`config.mk`:
```
export PLATFORM = sky130hd
export DESIGN_NAME = wptr_full_ctrl
export DESIGN_NICKNAME = d
export VERILOG_FILES = /design/src/rtl/fifo_pkg.sv /design/src/rtl/sync_r2w.sv /design/src/rtl/wptr_full_ctrl.sv
export SDC_FILE = /design/constraint.sdc
export NUM_CORES = 1
export LEC_CHECK = 0
export ABC_AREA = 1
export ABC_CLOCK_PERIOD_IN_PS = 2600
export BUFFER_PORTS_ARGS = -buffer_cell sky130_fd_sc_hd__buf_2
export CORE_ASPECT_RATIO = 0.9
export CORE_MARGIN = 2
export CORE_UTILIZATION = 52
export DETAILED_ROUTE_END_ITERATION = 8
export GPL_TIMING_DRIVEN = 0
export PLACE_DENSITY_LB_ADDON = 0.05
export SLEW_MARGIN = 15
export SYNTH_ARGS = -nofsm -noshare
export SYNTH_HDL_FRONTEND = slang
export SYNTH_SLANG_ARGS = --single-unit
```
`constraint.sdc`:
```
create_clock -name w_clk -period 2.6 [get_ports w_clk]
set_clock_uncertainty 0.2 [all_clocks]
set_input_delay 0.26 -clock w_clk [delete_from_list [all_inputs] [get_ports w_clk]]
set_output_delay 0.26 -clock w_clk [all_outputs]
set_load 0.01 [all_outputs]
```
`src/rtl/fifo_pkg.sv`:
```
// Shared pointer types and Gray/binary helpers for the async FIFO
// write-side and read-side pointer blocks.
package fifo_pkg;

    localparam int PKG_ADDRSIZE = 4;
    localparam int CODE_W = 32;

    typedef logic [PKG_ADDRSIZE:0] ptr_t;
    typedef logic [CODE_W-1:0] code_t;

    function automatic code_t bin2gray(input code_t b);
        return b ^ (b >> 1);
    endfunction

    // Each binary bit is the XOR of its Gray bit and every bit above it.
    function automatic code_t gray2bin(input code_t g);
        code_t b;
        b = g;
        for (int i = 1; i < CODE_W; i++) begin
            b = b ^ (g >> i);
        end
        return b;
    endfunction

endpackage

```
`src/rtl/sync_r2w.sv`:
```
// Two-flop synchroniser carrying the Gray read pointer into w_clk.
// Synchronous active-high reset clears both stages.
module sync_r2w #(
    parameter int WIDTH = 5
) (
    input  logic             clk,
    input  logic             rst,
    input  logic [WIDTH-1:0] d,
    output logic [WIDTH-1:0] q
);

    logic [WIDTH-1:0] q1;

    always_ff @(posedge clk) begin
        if (rst) begin
            q1 <= '0;
            q  <= '0;
        end else begin
            q1 <= d;
            q  <= q1;
        end
    end

endmodule

```
`src/rtl/wptr_full_ctrl.sv`:
```
// Write-side pointer, full flag, fill level and overflow for the async FIFO.
// Optional almost-full output under FIFO_ALMOST_FULL_EN.
module wptr_full_ctrl
    import fifo_pkg::*;
#(
    parameter int ADDRSIZE     = 4,
    parameter int AFULL_THRESH = 14
) (
    input  logic              w_clk,
    input  logic              w_rst,
    input  logic              w_inc,
    input  logic [ADDRSIZE:0] r_ptr,
    output logic [ADDRSIZE:0] w_ptr,
    output logic [ADDRSIZE-1:0] w_addr,
    output logic              w_full,
`ifdef FIFO_ALMOST_FULL_EN
    output logic              w_almost_full,
`endif
    output logic [ADDRSIZE:0] w_level,
    output logic              w_overflow
);

    localparam int PW = ADDRSIZE + 1;

    if (AFULL_THRESH < 1 || AFULL_THRESH > (1 << ADDRSIZE)) begin : g_bad_thresh
        $error("AFULL_THRESH out of range");
    end

    logic [PW-1:0] w_bin;
    logic [PW-1:0] w_bin_nxt;
    logic [PW-1:0] w_gray_nxt;
    logic [PW-1:0] wq2_rptr;
    logic [PW-1:0] rq2_bin;
    logic [PW-1:0] level_nxt;
    logic [PW-1:0] full_cmp;
    logic          accept;
    logic          full_nxt;

    sync_r2w #(
        .WIDTH(PW)
    ) u_sync (
        .clk(w_clk),
        .rst(w_rst),
        .d  (r_ptr),
        .q  (wq2_rptr)
    );

    always_comb begin
        accept     = w_inc & ~w_full;
        w_bin_nxt  = w_bin + PW'(accept);
        w_gray_nxt = PW'(bin2gray(CODE_W'(w_bin_nxt)));
        rq2_bin    = PW'(gray2bin(CODE_W'(wq2_rptr)));
        // Stale read pointer makes this an upper bound on the true fill.
        level_nxt  = w_bin_nxt - rq2_bin;
        full_cmp   = {~wq2_rptr[ADDRSIZE -: 2], wq2_rptr[ADDRSIZE-2:0]};
        full_nxt   = (w_gray_nxt == full_cmp);
    end

    always_ff @(posedge w_clk) begin
        if (w_rst) begin
            w_bin      <= '0;
            w_ptr      <= '0;
            w_full     <= 1'b0;
            w_level    <= '0;
            w_overflow <= 1'b0;
        end else begin
            w_bin      <= w_bin_nxt;
            w_ptr      <= w_gray_nxt;
            w_full     <= full_nxt;
            w_level    <= level_nxt;
            w_overflow <= w_overflow | (w_inc & w_full);
        end
    end

    assign w_addr = w_bin[ADDRSIZE-1:0];

`ifdef FIFO_ALMOST_FULL_EN
    always_ff @(posedge w_clk) begin
        if (w_rst) begin
            w_almost_full <= 1'b0;
        end else begin
            w_almost_full <= (level_nxt >= PW'(AFULL_THRESH));
        end
    end
`endif

endmodule

```
Word-level counts from Yosys, hierarchy flattened
Cells that the tools add are included.
- flip-flop bits (word level): 27
- bits in latches: 0
- bits in writable memories: 0
- memory bits (read-only): 0
- bits of input ports: 8
- output and inout port bits: 16
- word-level logic and storage cells: 20
- memories: 0
- $add $sub $neg: 2
- multipliers: 0
- divide/modulo/power cells: 0
- $lt $le $gt $ge: 0
- equal/unequal tests: 1
- shift operators: 0
- multiplexer cells: 0
- bitwise operators: 10
- reductions and logical operators: 0
- operators with widths (cell ; number):
    5-bit by 4-bit bitwise XOR with 5-bit output ; 2
    5-bit by 1-bit adder with 5-bit output ; 1
    5-bit == test ; 1
    5-bit subtractor ; 1
    5-bit by 1-bit bitwise XOR with 5-bit output ; 1
    5-bit by 2-bit bitwise XOR with 5-bit output ; 1
    5-bit by 3-bit bitwise XOR with 5-bit output ; 1
    1-bit bitwise AND ; 2
    2-bit inverter ; 1
    1-bit inverter ; 1
    1-bit bitwise OR ; 1

Longest topological paths before layout
- word-level depth: 5
- gate-level depth with buffers: 15
- depth with buffers taken out: 15

Cells and area by module
A second synthesis with hierarchy kept.
- cell total of the unflattened synthesis: 152
- area total of the unflattened synthesis: 1178.6 µm²
- by module, submodules not included (module ; instances ; cells an instance ; area an instance (µm²) ; seq. area each (µm²)):
    wptr_full_ctrl ; 1 ; 121 ; 892.1 ; 320.3
    sync_r2w ; 1 ; 31 ; 286.5 ; 200.2

Worst setup path after synthesis
Ideal clock, no wire load.
- path type: reg2reg
- start point: register u_sync.q[4]
- end point: register w_level[4]
- data arrival time: 1.935 ns
- data required time: 2.285 ns
- path slack: 0.350 ns
- cell stages (with the launch flop): 15
- buffers on the path: 0
- clock period less this slack: 2.250 ns
- cells stage by stage: dfxtp_1 > inv_1 > nand2_1 > nand3_1 > nand2_2 > xor2_2 > xor2_1 > ha_1 > inv_1 > fa_1 > nand2_1 > nand3b_1 > nand3_1 > nand2_1 > nor2_1
- cells in the longest elaborated chain, start to end: 5
- ends and longest elaborated chain (element ; RTL line ; text):
    from (decl) ; sync_r2w.sv:9 ; output logic [WIDTH-1:0] q
    from (signal assigned) ; sync_r2w.sv:20 ; q <= q1;
    5-bit by 4-bit bitwise XOR with 5-bit output ; fifo_pkg.sv:20 ; b = b ^ (g >> i);
    5-bit by 3-bit bitwise XOR with 5-bit output ; fifo_pkg.sv:20 ;
    5-bit by 2-bit bitwise XOR with 5-bit output ; fifo_pkg.sv:20 ;
    5-bit by 1-bit bitwise XOR with 5-bit output * ; fifo_pkg.sv:20 ;
    5-bit subtractor * ; wptr_full_ctrl.sv:54 ; level_nxt = w_bin_nxt - rq2_bin;
    to (signal assigned) ; wptr_full_ctrl.sv:70 ; w_level <= level_nxt;
    to (decl) ; wptr_full_ctrl.sv:19 ; output logic [ADDRSIZE:0] w_level,
Every way passes the cells marked *; elsewhere a longest branch is shown, timed or not.
A chain may end at the register's enable or synchronous reset.

Final worst setup path
- start point: register u_sync.q[3]
- end point: register w_level[4]
- cells in the longest elaborated chain, start to end: 5
- ends and longest elaborated chain (element ; RTL line):
    5-bit by 4-bit bitwise XOR with 5-bit output ; fifo_pkg.sv:20
    5-bit by 3-bit bitwise XOR with 5-bit output ; fifo_pkg.sv:20
    5-bit by 2-bit bitwise XOR with 5-bit output * ; fifo_pkg.sv:20
    5-bit by 1-bit bitwise XOR with 5-bit output * ; fifo_pkg.sv:20
    5-bit subtractor * ; wptr_full_ctrl.sv:54
Marked as above.

==> metrics.txt <==
number of instances on the worst hold path=2; Routability Congestion=0.856; DR vias=982; initial antenna violation count=0; reg-to-reg critical path startpoint=u_sync.q[3]; Yosys cell types=19; number of cell instances on the worst register-to-register path=14; clock transition at the registers of the reported paths=0.12 ns; P&R area growth vs syn=21.0%; DRT Wirelength=2150 um; Skew-Pair Late Insertion Delay=0.32 ns; post-placement worst setup slack=0.0768 ns; detailed-route vias per instance=4.63; #FFs+latches synth=26; leakage power total=0.749 nW; number of levels the H-tree was split into=1; CTS root buffer=sky130_fd_sc_hd__clkbuf_4; number of clock sinks seen by CTS=26; average wire per cell in the routed design=10.1 um; worst reg2reg path endpoint=w_level[4]; Worst Max-Slew Pin Slew=0.417 ns; CP arrival=2.45 ns; Buffers on Ports=22; Final Net Count=201; antenna viol nets, final=0; vias in the first global route=866; first-pass GRT wire length=3320 um; Power per Cell Area=548 nW/um^2; end point of the worst hold path=u_sync.q1[4]; Min-Delay Path Class=primary input to register; Max FO, Critical Path=4; worst max-slew margin expressed relative to the limit=72.2%; Site Rows=16; top cells by count, synth=sky130_fd_sc_hd__nand2_1 (33), sky130_fd_sc_hd__dfxtp_1 (26), sky130_fd_sc_hd__inv_1 (26), sky130_fd_sc_hd__nor2_1 (23), sky130_fd_sc_hd__nand3_1 (8); startpoint type of the worst setup path=register; placeable core region=2160 um^2; Max Cap Viol=0; final count of pins violating max slew=0; 1st-pass router iterations=4; clock tree from TritonCTS=built; die area=2660 um^2; launch point of the worst path=u_sync.q[3]; Post-Syn Nets=167; ranking of synthesized cells by area=sky130_fd_sc_hd__dfxtp_1 (44%), sky130_fd_sc_hd__nand2_1 (11%), sky130_fd_sc_hd__inv_1 (8.3%); sequential cell area fraction in the yosys report=44.2%; Synth Flop Type=sky130_fd_sc_hd__dfxtp_1; remaining design rule violation count=0; dpl hpwl=1580 um; total of warnings raised by yosys=0; number of clock buffers inserted by TritonCTS=3; GRT Util Overall=17.1%; worst supply voltage drop on vdd=0.349 mV; Final setup violation count=0; Final Hold Vio Count=0; element type at the critical path end=register; die width=54.2 um; highest clock rate=413 MHz; cell type with the largest total area after synthesis=sky130_fd_sc_hd__dfxtp_1; fraction of final layout cells sized beyond drive strength 1=22.2%; share of synthesized registers carrying an async set or reset=0%; setup tns final=0 ns; count of antenna diodes in the layout=0; First DRT Iteration DRCs=6; unrepaired setup endpoints after global routing=false; final critical-path setup slack=0.179 ns; leftover overflow at the end of global routing=0; outcome=complete, no violations; crit path time final=2.42 ns; cell count after synthesis=153; area share of the largest cell type after synthesis=44.2%; netlist area before placement=1180 um^2; start point of the worst hold path=w_rst; final worst path period share=93.1%; I/O Pins=24; initial cell density of the core=54.5%; number of synthesized flops with an enable pin=0; Bufs on Longest Clock Path=2; critical path data required time=2.63 ns; class of the most critical setup path=register to register; Die H=49.1 um; largest net degree at the start of global routing=14; dominant cell by count in the synthesized netlist=sky130_fd_sc_hd__nand2_1; average instance area after synthesis=7.70 um^2; FF-to-FF setup slack=0.18 ns
-- repair_timing --
item / CTS / global route
hold buffers: 6 / 0
buffers inserted: 0 / 1
endpoints found under the setup margin: 0 / 2
hold endpoints to repair: 6 / 0
gates resized for setup: 0 / 3
-- power by group --
part           leakage (nW)  total, mW  switching (mW)  internal (mW)
registers             0.215      0.439          0.0109          0.428
clock network        0.0138      0.163           0.109         0.0544
logic                 0.521      0.178           0.101         0.0770
-- sequential cells by signal, summed over array words and instances, names as in the netlist --
signal,flops
w_bin,5
w_full,1
u_sync.q1,5
w_ptr,4
u_sync.q,5
w_level,5
w_overflow,1
-- cells in the final DEF, fill, tap and decap left out, types with 3 or more instances in the layout --
cell	Yosys	routed
sky130_fd_sc_hd__clkbuf_4	0	3
sky130_fd_sc_hd__nand2_1	33	33
sky130_fd_sc_hd__a21oi_1	7	7
sky130_fd_sc_hd__nand3_1	8	8
sky130_fd_sc_hd__clkbuf_1	3	3
sky130_fd_sc_hd__dfxtp_1	26	24
sky130_fd_sc_hd__inv_1	26	26
sky130_fd_sc_hd__buf_2	0	22
sky130_fd_sc_hd__ha_1	5	5
sky130_fd_sc_hd__dlygate4sd3_1	0	6
sky130_fd_sc_hd__xor2_1	4	4
sky130_fd_sc_hd__nor2_1	23	23
sky130_fd_sc_hd__nand2_2	5	5
-- final cells by class --
cell class                 instances  area [um^2]
fill                             201          737
buffer                             3         11.3
clock buffer                       3         22.5
tap                               27         33.8
inverter                          27          101
timing repair buffer              29          178
multi-input combinational         97          556
sequential                        26          523
-- logic make-up (layout without fill, tap and decap cells) --
family	Yosys count	count (layout)	synth area share (%)
AOI/OAI and AO/OA	8	8	3.40
xor gates and xnor gates	8	8	7.86
adders and majority gates	6	6	7.01
buffers and inverters	30	62	9.56
DFF	26	26	44.2
and+or+nand+nor	75	75	27.9
-- per-stage QoR --
step | hold slack [ns] | power [mW] | cell area, um^2 | cells | utilization (%)
2_1_floorplan | 0.167 | 0.566 | 1180 | 153 | -
3_3_place_gp | 0.190 | 0.609 | 1320 | 202 | 61.1
3_5_place_dp | 0.195 | 0.615 | 1320 | 202 | 61.1
4_1_cts | 0.0667 | 0.783 | 1400 | 211 | 64.9
5_1_grt | 0.0872 | 0.832 | 1430 | 212 | 65.9
6_report | 0.0612 | 0.780 | 1430 | 212 | 65.9
-- worst max-delay path, cell delays in order, from the launching register on --
cell and delay (ns):
sky130_fd_sc_hd__dfxtp_2 0.38, sky130_fd_sc_hd__inv_1 0.07, sky130_fd_sc_hd__nand2_1 0.08, sky130_fd_sc_hd__nand3_1 0.11, sky130_fd_sc_hd__nand2_2 0.14, sky130_fd_sc_hd__xor2_4 0.17, sky130_fd_sc_hd__xor2_1 0.17, sky130_fd_sc_hd__ha_1 0.17
sky130_fd_sc_hd__inv_1 0.06, sky130_fd_sc_hd__fa_1 0.39, sky130_fd_sc_hd__nand2_1 0.08, sky130_fd_sc_hd__nand3b_1 0.12, sky130_fd_sc_hd__nand3_1 0.09, sky130_fd_sc_hd__nand2_1 0.07, sky130_fd_sc_hd__nor2_1 0.04
-- worst max-delay path by stage --
stage | end | slack, ns | cells past startpoint
finish | w_level[4] | 0.18 | 14
global route | w_level[4] | 0.02 | 14
CTS | w_level[4] | 0.05 | 14
detailed placement | w_level[4] | 0.08 | 14
global placement | w_level[4] | 0.20 | 14
floorplan | w_level[4] | 0.35 | 14
-- routing by layer --
| metal | GRT usage [%] | wire length, um | part of all wire, % | vias to the layer above |
|---|---|---|---|---|
| met5 | 0 | 0 | 0 | - |
| met4 | 7.50 | 46 | 2.1 | 0 |
| met3 | 2.76 | 99 | 4.6 | 6 |
| met2 | 29.9 | 1030 | 48 | 18 |
| met1 | 19.6 | 973 | 45 | 438 |
| li1 | - | - | - | 520 |
Note: power is estimated with default switching activity, not from simulation.
